<file path="config.mk">
export PLATFORM = sky130hd
export DESIGN_NAME = serial_frame_receiver
export DESIGN_NICKNAME = d
export VERILOG_FILES = /design/src/rtl/serial_frame_receiver.sv
export SDC_FILE = /design/constraint.sdc
export NUM_CORES = 1
export LEC_CHECK = 0
export ABC_CLOCK_PERIOD_IN_PS = 1300
export BUFFER_PORTS_ARGS = -buffer_cell sky130_fd_sc_hd__buf_2
export CAP_MARGIN = 20
export CELL_PAD_IN_SITES_DETAIL_PLACEMENT = 1
export CELL_PAD_IN_SITES_GLOBAL_PLACEMENT = 1
export CORE_MARGIN = 2
export CORE_UTILIZATION = 35
export CTS_CLUSTER_SIZE = 24
export DETAILED_ROUTE_END_ITERATION = 12
export PLACE_DENSITY_LB_ADDON = 0.1
export SKIP_LAST_GASP = 1
export SLEW_MARGIN = 20
export SYNTH_ARGS = -nofsm -noshare
export SYNTH_HDL_FRONTEND = slang
export SYNTH_SLANG_ARGS = --single-unit
</file>
<file path="constraint.sdc">
create_clock -name clock -period 1.3 [get_ports clock]
set_input_delay 0.065 -clock clock [delete_from_list [all_inputs] [get_ports clock]]
set_output_delay 0.065 -clock clock [all_outputs]
set_load 0.01 [all_outputs]
</file>
<file path="src/rtl/serial_frame_receiver.sv">
// Bit-serial frame receiver: start bit, WIDTH data bits, stop bit, gated by an external sample strobe.
// The good word is presented on DATAOUT with a one-cycle data_valid pulse; a low stop bit pulses frame_error.
module serial_frame_receiver #(
    parameter int WIDTH     = 4,
    parameter bit MSB_FIRST = 1'b1
) (
    input  logic             clock,
    input  logic             reset,
    input  logic             serial_in,
    input  logic             sample_en,
    output logic [WIDTH-1:0] DATAOUT,
    output logic             data_valid,
    output logic             frame_error,
    output logic             busy
);

    localparam int CW = $clog2(WIDTH) + 1;
    localparam logic [CW-1:0] LAST_BIT = CW'(WIDTH - 1);

    typedef enum logic [1:0] {
        IDLE,
        DATA,
        STOP,
        ERR_WAIT
    } state_t;

    state_t           state;
    logic [WIDTH-1:0] shift_reg;
    logic [CW-1:0]    bit_cnt;

    // NOTE: every register here is written with <= so all of them update from pre-edge values.
    always_ff @(posedge clock or negedge reset) begin
        if (!reset) begin
            state       <= IDLE;
            shift_reg   <= '0;
            bit_cnt     <= '0;
            DATAOUT     <= '0;
            data_valid  <= 1'b0;
            frame_error <= 1'b0;
            busy        <= 1'b0;
        end else begin
            // Strobes default low on every edge so each lasts exactly one clock.
            data_valid  <= 1'b0;
            frame_error <= 1'b0;
            if (sample_en) begin
                case (state)
                    IDLE: begin
                        if (!serial_in) begin
                            state   <= DATA;
                            bit_cnt <= '0;
                            busy    <= 1'b1;
                        end
                    end
                    DATA: begin
                        if (MSB_FIRST)
                            shift_reg <= {shift_reg[WIDTH-2:0], serial_in};
                        else
                            shift_reg <= {serial_in, shift_reg[WIDTH-1:1]};
                        bit_cnt <= bit_cnt + 1'b1;
                        if (bit_cnt == LAST_BIT)
                            state <= STOP;
                    end
                    STOP: begin
                        busy <= 1'b0;
                        if (serial_in) begin
                            DATAOUT    <= shift_reg;
                            data_valid <= 1'b1;
                            state      <= IDLE;
                        end else begin
                            frame_error <= 1'b1;
                            state       <= ERR_WAIT;
                        end
                    end
                    ERR_WAIT: begin
                        // A held-low break line must go high before a new start bit counts.
                        if (serial_in)
                            state <= IDLE;
                    end
                    default: begin
                        state <= IDLE;
                        busy  <= 1'b0;
                    end
                endcase
            end
        end
    end

endmodule
</file>
* After elaboration in Yosys (flattened, before gate mapping)
Index checks and enable logic that the tools add are counted.
** Operators by class
- Equal/unequal tests :: 7
- Mux-type cells :: 15
- $add $sub $neg :: 1
- Reductions and logical operators :: 8
** Operator list (number)
- AND reduction 3 bit :: 3
- two-way mux 2 bit :: 4
- one-hot mux 2 bit (4 select lines) :: 1
- two-way mux 1 bit :: 7
- inequality test 2 bit (second input constant) :: 3
- one-hot mux 3 bit (2 select lines) :: 1
- equality test 2 bit (second input constant) :: 2
- AND reduction 4 bit :: 1
- nonzero test 2 bit :: 2
- adder 3 x 1 -> 3 bit (second input constant) :: 1
- equality test 3 x 2 -> 1 bit (second input constant) :: 1
- two-way mux 3 bit :: 1
- equality test 2 x 1 -> 1 bit (second input constant) :: 1
- zero test 2 bit :: 1
- one-hot mux 1 bit (2 select lines) :: 1
- AND reduction 2 bit :: 1
** Word-level totals
- Bits of input ports :: 4
- Register bits :: 16
- Output and inout bits :: 7
- Logic and storage cells :: 38

* Depth between registers and ports, before layout
Gate-level depths: netlist of the first run.
- Word-level depth :: 3
- Depth in mapped cells :: 5
- Gate-level depth less buffers :: 5

* Worst setup path after synthesis of the first run
No wires, ideal clock.
- Kind :: flip-flop to flip-flop
- Start point :: reg state[0]
- End point :: reg DATAOUT[0]
- Buffers on the path :: 0
- Library setup time :: 125 ps
- Data required time :: 1175 ps
- Setup slack :: 150 ps
- Stages on the path, launching flop included :: 4
- Period minus slack after synthesis :: 1150 ps
- Data arrival time :: 1025 ps
- Cell sequence :: dfrtp_1 > nor2b_4 > nand3_4 > mux2_4
** On the way
- Word-level cells in the longest chain between the ends :: 2
** RTL lines
- start: declaration :: line 27 : state_t state;
- start signal: assignment :: line 34 : state <= IDLE;
- start signal: assignment :: line 49 : state <= DATA;
- start signal: assignment :: line 61 : state <= STOP;
- equality test 2 bit :: line 46 : case (state)
- AND reduction 3 bit (no line)
- end signal: assignment :: line 66 : DATAOUT <= shift_reg;
- end: declaration :: line 11 : output logic [WIDTH-1:0] DATAOUT,
Every way passes these cells.
A chain may end at the register's enable or synchronous reset.

* Worst setup path after layout of the first run
- Start point :: reg state[0]
- End point :: reg DATAOUT[1]
The elaborated chain is that of the path after synthesis.

==> results of run 1 <==
worst register-to-register path, cell delays in order (launching register included):
cell	delay, ns
dfrtp_2	0.46
nor2b_4	0.18
nand3_4	0.13
mux2_4	0.33
through the flow:
| step | area [um2] | TNS [ns] |
|---|---|---|
| after floorplan | 687 | 0 |
| after global placement | 773 | 0 |
| after detailed placement | 773 | 0 |
| after CTS | 806 | 0 |
| after global routing | 807 | -0.0242 |
| final | 807 | 0 |
Yosys cell counts, drive strengths merged:
master / n
inv: 3
o2bb2ai: 1
o21a: 1
a21oi: 1
nand2: 4
nor2b: 2
o21ai: 5
ha: 2
a22o: 1
and2: 1
mux2: 8
dfrtp: 16
a31oi: 2
nor2: 2
buf: 1
nand3: 1
repair_timing:
action                     CTS  global route
setup endpoints to repair    0             6
hold buffers                 1             0
hold endpoints to repair    16             0
gates resized for setup      0             1
placed cells by master, fill, tap and decap left out, types with 2 or more instances in the layout:
cell type	count
o21ai_0	4
nand2_1	4
inv_1	3
mux2_4	4
mux2_1	3
buf_2	10
clkbuf_4	3
dfrtp_1	15
a31oi_1	2
ha_1	2
routing by layer:
layer,wire length [um],global-route usage [%],vias to the layer above
li1,-,-,210
met1,563,16.5,203
met2,541,17.8,9
met3,50,3.09,0
met4,0,5.71,0
met5,0,0,-
worst min-delay path by stage:
stage                     startpoint          end  slack, ns  depth (start not counted)
final                      serial_in  frame_error       0.04                          2
after global routing       serial_in  frame_error       0.03                          2
after CTS                  serial_in  frame_error       0.02                          2
after detailed placement       reset   DATAOUT[1]     -0.001                          1
after global placement         reset   DATAOUT[0]      0.001                          1
after floorplan                reset   DATAOUT[0]      -0.23                          0
where the power goes:
group | leakage [uW] | switching [uW] | internal [uW]
logic | 0.000190 | 246 | 318
clock network | 0.0000138 | 138 | 107
registers | 0.000201 | 170 | 705
total | 0.000405 | 553 | 1130
layout make-up:
class	instances	area, um2	area share (%)
Multi-Input combinational cell	31	270	33.5
Tap cell	27	33.8	4.19
Inverter	3	11.3	1.40
Timing Repair Buffer	12	67.6	8.37
Sequential cell	16	402	49.8
Clock buffer	3	22.5	2.79
logic make-up (layout without fill, tap and decap cells):
family | after synthesis | count (layout) | synth area share, %
adder cells (fa/ha/maj) | 2 | 2 | 3.64
AO/OA/AOI/OAI | 11 | 11 | 9.84
multiplexers | 8 | 8 | 15.3
buffers and inverters | 4 | 18 | 2.37
flip-flops | 16 | 16 | 58.3
AND/OR/NAND/NOR | 10 | 10 | 10.6
==> qor.yml, run 1 <==
run_status:
  status: "completed"
layout:
  diodes: 0
  fin_util_pct: 42.4
  drive_gt1_share_pct: 38.5
  nets: 73
  area_delta_synth_final_pct: 17.5
  fin_cells: 92
  num-fill-cells: 209
die:
  ios: 11
  dieArea_um2: 2330
  initial_utilization_pct: 36.1
  die_h_um: 48.3
  rows: 16
  coreArea_um2: 1900
  die-width_um: 48.3
setup_path:
  required_ns: 1.46
  cp.arrival_ns: 1.38
  crit_end: "DATAOUT[1]"
  crit_chain: "nor2b_4 -> nand3_4 -> mux2_4"
  cp_num_cells: 3
  cp-start-kind: "register"
  r2r_end: "DATAOUT[1]"
  criticalPathCategory: "register to register"
  path_buf_inv: 0
  reg2reg_from: "state[0]"
  max_stage_delay_ns: 0.46
  crit_path_max_fanout: 7
  rrSetupSlack_ns: 0.08
  cp-startpoint: "state[0]"
  critPathCaptureType: "register"
  cp_slowest_cell: "dfrtp_2"
  crit_family: "flip-flops"
  rr_worst_depth: 3
synthesis:
  netlist.area_leader.share_pct: 58.3
  yosysUniqueCellTypes: 21
  ys_seq_area_share_pct: 58.3
  syn_area_um2: 687
  synth_seq_cells: 16
  yosys_warnings: 0
  avgSynthCellArea_um2: 13.5
  synth_cells: 51
  netlist_top_cells_area: "dfrtp_1 58%, mux2_4 8.7%, mux2_1 4.9%"
  syn_nets: 57
  yosysTopAreaCell: "dfrtp_1"
clock_network:
  clock_latency_ns: 0.27
  cts_tree: "done"
  numCtsBuffers: 3
  clockRootBuffer: "clkbuf_4"
  htreeDepth: 1
  post_cts_buffers: 0
  cts_max_path_buffers: 2
  clock-sinks: 16
  clk_pin_slew_ns: 0.08
global_route:
  grt_pass1_vias: 443
  antenna_found_initial: 0
  grt_overflow: 0
  grt_max_degree: 17
  grt_pass1_wl_mm: 2.11
  grt.total_usage_pct: 12.0
placement:
  post-place-ws_ns: 0.0402
  dp_cells: 88
  gp_congestion: 0.658
  port_buffers: 10
  hpwlAfterDp_um: 869
flow_run:
  cap_viol_max_count: 0
timing:
  final_hold_viol_count: 0
  worst_slack_ns: 0.0827
  maxSlewHeadroom_pct: 76.0
  period_minus_slack_ns: 1.22
  clock_skew_ns: 0.00280
  final_max_slew_viol_count: 0
  rsz0062_at_grt: "yes"
  tightestPinTransition_ns: 0.360
  max_freq_mhz: 821
  hold_slack_ns: 0.0377
  setup_viol_count_final: 0
  post-route-period-util_pct: 93.6
routing:
  routed_wl_mm: 1.16
  drtIter0Drc: 2
  drc: 0
  viasPerCell: 4.59
  vias: 422
  drtAntennaViolNets: 0
  drt-pass1-iter-count: 2
  drt-wirelength-per-cell_um: 12.6
power_and_ir_drop:
  powerDensity_nw_per_um2: 2090
  power.leakage_uw: 0.000405
  finalPower_uw: 1680
  vdd_drop_max_mv: 0.808
min_path:
  hp-class: "input port to register"
Power figures use the tool's default switching activity.
==> run 2: changes to the inputs <==
--- a/config.mk
+++ b/config.mk
@@ -5,7 +5,7 @@
 export SDC_FILE = /design/constraint.sdc
 export NUM_CORES = 1
 export LEC_CHECK = 0
-export ABC_CLOCK_PERIOD_IN_PS = 1300
+export ABC_CLOCK_PERIOD_IN_PS = 1200
 export BUFFER_PORTS_ARGS = -buffer_cell sky130_fd_sc_hd__buf_2
 export CAP_MARGIN = 20
 export CELL_PAD_IN_SITES_DETAIL_PLACEMENT = 1
==> constraint.sdc (replaced) <==
create_clock -name clock -period 1.2 [get_ports clock]
set_input_delay 0.06 -clock clock [delete_from_list [all_inputs] [get_ports clock]]
set_output_delay 0.06 -clock clock [all_outputs]
set_load 0.01 [all_outputs]
==> run 2 against run 1 <==
Setup slack worse by 0.033 ns. Die area stayed put. First-iteration DRC count is 50% lower. Sequential power is 6.2% higher. Wire length shrank 2.2%. Combinational power increased by 24%. Power rose by 13%. Non-clock buffer count rose by 4. Clock power grew 9.0%. Critical endpoint is now DATAOUT[3]. Largest cell class unchanged.
==> qor.yml, run 2 (same netlist as run 1, synthesis figures left out) <==
flow_run:
  cap_viol_max_count: 0  # unchanged
timing:
  period_minus_slack_ns: 1.15  # -0.0671 ns
  rsz0062_at_grt: "yes"
  tightestPinTransition_ns: 0.352  # -0.00861 ns
  clock_skew_ns: 0.00365  # +0.000847 ns
  max_freq_mhz: 869  # +5.8%
  setup_tns_ns: 0  # unchanged
  final_hold_viol_count: 0  # unchanged
  hold_slack_ns: 0.0188  # -0.0189 ns
  worst_slack_ns: 0.0498  # -0.0329 ns
  maxSlewHeadroom_pct: 76.5  # +0.57 points
  setup_viol_count_final: 0  # unchanged
  final_max_slew_viol_count: 0  # unchanged
  post-route-period-util_pct: 95.8  # +2.2 points
setup_path:
  max_stage_delay_ns: 0.45  # about the same
  cp.arrival_ns: 1.32  # -0.06 ns
  rr_worst_depth: 3  # unchanged
  required_ns: 1.37  # -0.09 ns
  criticalPathCategory: "register to register"
  cp-start-kind: "register"
  crit_path_max_fanout: 5  # -2
  cp_slowest_cell: "dfrtp_2"
  rrSetupSlack_ns: 0.05  # -0.03 ns
  critPathCaptureType: "register"
  crit_chain: "nor2b_4 -> nand3_4 -> mux2_4"
  crit_end: "DATAOUT[3]"
  reg2reg_from: "state[0]"
  cp-startpoint: "state[0]"
  r2r_end: "DATAOUT[3]"
clock_network:
  clockRootBuffer: "clkbuf_4"
  cts_tree: "done"
  htreeDepth: 1  # unchanged
  post_cts_buffers: 0  # unchanged
  clock-sinks: 16  # unchanged
  cts_max_path_buffers: 2  # unchanged
  numCtsBuffers: 3  # unchanged
  clk_pin_slew_ns: 0.08  # about the same
  clock_latency_ns: 0.28  # about the same
routing:
  drc: 0  # unchanged
  vias: 440  # +4.3%
  wl_met2_um: 512  # -5.4%
  top_layer: "met4"
  viasPerCell: 4.58  # about the same
  drt-wirelength-per-cell_um: 11.8  # -6.2%
  drt-pass1-iter-count: 2  # unchanged
  wl_met3_um: 58  # +16%
  routed_wl_mm: 1.13  # -2.2%
  drtIter0Drc: 1  # -1
  wl_met1_um: 535  # -5.0%
  drtAntennaViolNets: 0  # unchanged
layout:
  area_delta_synth_final_pct: 22.0
  layout_commonest_cell: "dfrtp_1"
  fin_cells: 96  # +4.3%
  diodes: 0  # unchanged
  drive_gt1_share_pct: 43.5  # +5.0 points
  final-seq-area_um2: 403  # +0.31%
  fin_util_pct: 44.1  # +1.6 points
  multi_input_area_um2: 270  # unchanged
  final_cell_mix: "14 x dfrtp_1, 10 x buf_2, 5 x buf_4, 4 x nand2_1, 4 x mux2_4"
  num-fill-cells: 217  # +3.8%
  nets: 77  # +5.5%
die:
  ios: 11  # unchanged
  die-width_um: 48.3  # unchanged
  dieArea_um2: 2330  # unchanged
  coreArea_um2: 1900  # unchanged
  die_h_um: 48.3  # unchanged
  rows: 16  # unchanged
  initial_utilization_pct: 36.1  # unchanged
power_and_ir_drop:
  pwr-share-comb_pct: 37.0  # +3.5 points
  power.leakage_uw: 0.000424  # +4.7%
  switching_power_uw: 609  # +10%
  p_int_uw: 1290  # +14%
  power_frac_seq_pct: 48.9  # -3.1 points
  p_clk_share_pct: 14.1  # -0.4 points
  vdd_drop_max_mv: 0.975  # +21%
  switching_share_pct: 32.1  # -0.80 points
  powerDensity_nw_per_um2: 2260  # +8.5%
placement:
  hpwlAfterDp_um: 894  # +2.8%
  dp_cells: 92  # +4.5%
  gp_congestion: 0.756  # +15%
  port_buffers: 10  # unchanged
  post-place-ws_ns: 0.0382  # -0.00194 ns
global_route:
  grt_pass1_wl_mm: 2.07  # -1.9%
  grt.total_usage_pct: 11.9  # -0.15 points
  grt_overflow: 0  # unchanged
  grt_pass1_vias: 477  # +7.7%
  antenna_found_initial: 0  # unchanged
  grt_max_degree: 17  # unchanged
run_status:
  status: "completed"
min_path:
  hp-class: "input port to register"
-- run 2: cell count changes in the layout (fill, tap and decap cells not counted), sizes merged --
cell and delta:
buf +4
-- run 2: how the worst min path moves through the flow --
| stage | cells past startpoint | endpoint | start |
|---|---|---|---|
| after floorplan | 0 | DATAOUT[0] | reset |
| after global routing | 2 | frame_error | serial_in |
| after CTS | 2 | frame_error | serial_in |
| after detailed placement | 1 | DATAOUT[0] | reset |
| after global placement | 1 | DATAOUT[0] | reset |
| final | 2 | frame_error | serial_in |
-- run 2: what timing repair did --
action	4_1_cts	5_1_grt
hold endpoints to repair	16	0
hold buffers	1	0
resized for setup	0	3
setup endpoints to repair	0	8
-- run 2: metal layers --
layer  global-route usage (%)  vias to the layer above
met4                     8.57                        0
met5                        0                        -
met2                     17.8                       13
li1                         -                      215
met3                     2.78                        4
met1                     15.0                      208
-- run 2: stage by stage --
step,total power (uW),area (um2)
finish,1900,838
global route,2080,838
CTS,1930,836
detailed placement,1650,803
global placement,1620,803
floorplan,1360,687
-- run 2: cell type report --
class,instances,share of cell area [%]
flip-flops and latches,16,48.1
multi-input cells,31,32.2
repair buffers,16,11.6
well taps,27,4.03
clock buffers,3,2.69
inverters,3,1.34
-- run 2: power groups by stage --
stage	Sequential [uW]	Clock (uW)	Combinational [uW]
global route	973	318	785
detailed placement	941	0	709
finish	929	267	702
global placement	932	0	692
CTS	930	285	715
floorplan	930	0	433
-- run 2: critical path: cells and delay by family, from the launching register on --
family / cells / cell delay (ns)
flops: 1 / 0.45
simple gates: 2 / 0.28
mux: 1 / 0.32
==> run 3: changes to the inputs <==
--- a/config.mk
+++ b/config.mk
@@ -14,7 +14,8 @@
 export CORE_UTILIZATION = 35
 export CTS_CLUSTER_SIZE = 24
 export DETAILED_ROUTE_END_ITERATION = 12
-export PLACE_DENSITY_LB_ADDON = 0.1
+export GPL_TIMING_DRIVEN = 0
+export PLACE_DENSITY = 0.61
 export SKIP_LAST_GASP = 1
 export SLEW_MARGIN = 20
 export SYNTH_ARGS = -nofsm -noshare
==> run 3 against run 2 <==
First-iteration DRC count down 100%. Design area up 4.9%. Wire length up 19%. Via count up 3.9%. Clock-buffer cell count unchanged. Register-to-register slack about the same. Critical path type unchanged. Sequential share of layout area down 2.4 points. Cell count up 3.1%. Clock power up 1%.
==> qor.yml, run 3 (same netlist as run 1, synthesis figures left out) <==
run_status:
  status: "completed"
placement:
  gp_congestion: 0.721  # -4.6%
  port_buffers: 10  # unchanged
  dp_cells: 88  # -4.3%
  hpwlAfterDp_um: 896  # +0.24%
  post-place-ws_ns: -0.0659  # -0.104 ns
  place_area_um2: 771  # -4.0%
min_path:
  hp-class: "input port to register"
  hold_path_end: "frame_error"
  min_from: "serial_in"
  worstHoldPathCells: 2  # unchanged
clock_network:
  cts_max_path_buffers: 2  # unchanged
  numCtsBuffers: 3  # unchanged
  htreeDepth: 1  # unchanged
  clk_pin_slew_ns: 0.08  # about the same
  clock_latency_ns: 0.28  # about the same
  clock-sinks: 16  # unchanged
  clockRootBuffer: "clkbuf_4"
  cts_tree: "done"
die:
  dieArea_um2: 2330  # unchanged
  ios: 11  # unchanged
  die-width_um: 48.3  # unchanged
  rows: 16  # unchanged
  coreArea_um2: 1900  # unchanged
  die_h_um: 48.3  # unchanged
  initial_utilization_pct: 36.1  # unchanged
setup_path:
  cp.arrival_ns: 1.33  # about the same
  crit_path_max_fanout: 5  # unchanged
  critPathCaptureType: "register"
  required_ns: 1.37  # about the same
  r2r_end: "DATAOUT[1]"
  cp_slowest_cell: "dfrtp_2"
  crit_chain: "nor2b_4 -> nand3_4 -> mux2_4"
  rrSetupSlack_ns: 0.04  # about the same
  cp-start-kind: "register"
  max_stage_delay_ns: 0.45  # about the same
  rr_worst_depth: 3  # unchanged
  cp-startpoint: "state[0]"
  criticalPathCategory: "register to register"
  reg2reg_from: "state[0]"
layout:
  area_delta_synth_final_pct: 28.1
  fin_cells: 99  # +3.1%
  final_area_um2: 880  # +4.9%
  drive_gt1_share_pct: 47.2  # +3.7 points
  fin_util_pct: 46.3  # +2.2 points
  layout_commonest_cell: "dfrtp_1"
  diodes: 0  # unchanged
  final_cell_mix: "15 x dfrtp_1, 10 x buf_2, 7 x buf_4, 4 x mux2_4"
  nets: 80  # +3.9%
global_route:
  grt_max_degree: 17  # unchanged
  antenna_found_initial: 0  # unchanged
  grt_overflow: 0  # unchanged
  grt_pass1_wl_mm: 2.39  # +15%
  grt.total_usage_pct: 14.0  # +2.1 points
  grt_pass1_vias: 489  # +2.5%
routing:
  vias: 457  # +3.9%
  drt-pass1-iter-count: 1  # -1
  routed_wl_mm: 1.34  # +19%
  drt-wirelength-per-cell_um: 13.5  # +15%
  viasPerCell: 4.62  # +0.72%
  drtAntennaViolNets: 0  # unchanged
  drc: 0  # unchanged
  drtIter0Drc: 0  # -1
timing:
  post-route-period-util_pct: 96.8  # +0.91 points
  clock_skew_ns: 0.00452  # +0.000874 ns
  tightestPinTransition_ns: 0.357  # +0.00542 ns
  final_hold_viol_count: 0  # unchanged
  rsz0062_at_grt: "yes"
  worst_slack_ns: 0.0388  # -0.0110 ns
  maxSlewHeadroom_pct: 76.2  # -0.36 points
  setup_viol_count_final: 0  # unchanged
  max_freq_mhz: 861  # -0.95%
  period_minus_slack_ns: 1.16  # +0.0110 ns
  final_max_slew_viol_count: 0  # unchanged
  hold_slack_ns: 0.0194  # +0.000556 ns
power_and_ir_drop:
  vdd_drop_max_mv: 0.944  # -3.2%
  powerDensity_nw_per_um2: 2340  # +3.1%
  power.leakage_uw: 0.000446  # +5.4%
flow_run:
  cap_viol_max_count: 0  # unchanged
-- run 3: metrics by stage --
stage | setup TNS [ns] | power [uW]
global placement | -0.103 | 1530
finish | 0 | 2050
detailed placement | -0.265 | 1580
floorplan | 0 | 1360
global route | -0.0529 | 2230
CTS | 0 | 1940
-- run 3: layer usage --
layer / wire length [um] / track usage [%] / vias up
li1: - / - / 219
met3: 65 / 4.63 / 5
met1: 569 / 16.0 / 222
met2: 660 / 22.0 / 11
met4: 46 / 10.0 / 0
met5: 0 / 0 / -
-- run 3: critical path: cells and delay by family (launching register included) --
kind          cells  cell delay (ns)
mux               1             0.31
simple gates      2             0.28
flops             1             0.45
-- run 3: layout make-up --
| type | count | area [um2] |
|---|---|---|
| fillers | 213 | 1020 |
| clock buffers | 3 | 22.5 |
| inverters | 3 | 11.3 |
| repair buffers | 18 | 113 |
| multi-input cells | 31 | 287 |
| well taps | 27 | 33.8 |
| plain buffers | 1 | 11.3 |
| flip-flops and latches | 16 | 402 |
-- run 3: power by group --
group	switching [uW]	internal [uW]	leakage (uW)	total, uW
Combinational	381	491	0.000231	872
Clock	155	117	0.0000138	271
Sequential	146	765	0.000201	911
-- run 3: worst max path at each step --
stage	to	slack (ns)	depth (start not counted)
after floorplan	DATAOUT[0]	0.05	3
after global placement	shift_reg[3]	-0.04	3
after detailed placement	shift_reg[3]	-0.07	3
final	DATAOUT[1]	0.04	3
after CTS	DATAOUT[1]	0.008	3
after global routing	state[0]	-0.03	5
-- run 3: timing repair --
action,CTS,global route
hold buffers,1,0
endpoints found under the hold margin,16,0
setup endpoints to repair,8,10
pin swaps,0,1
gates resized for setup,6,2
buffers inserted,2,5
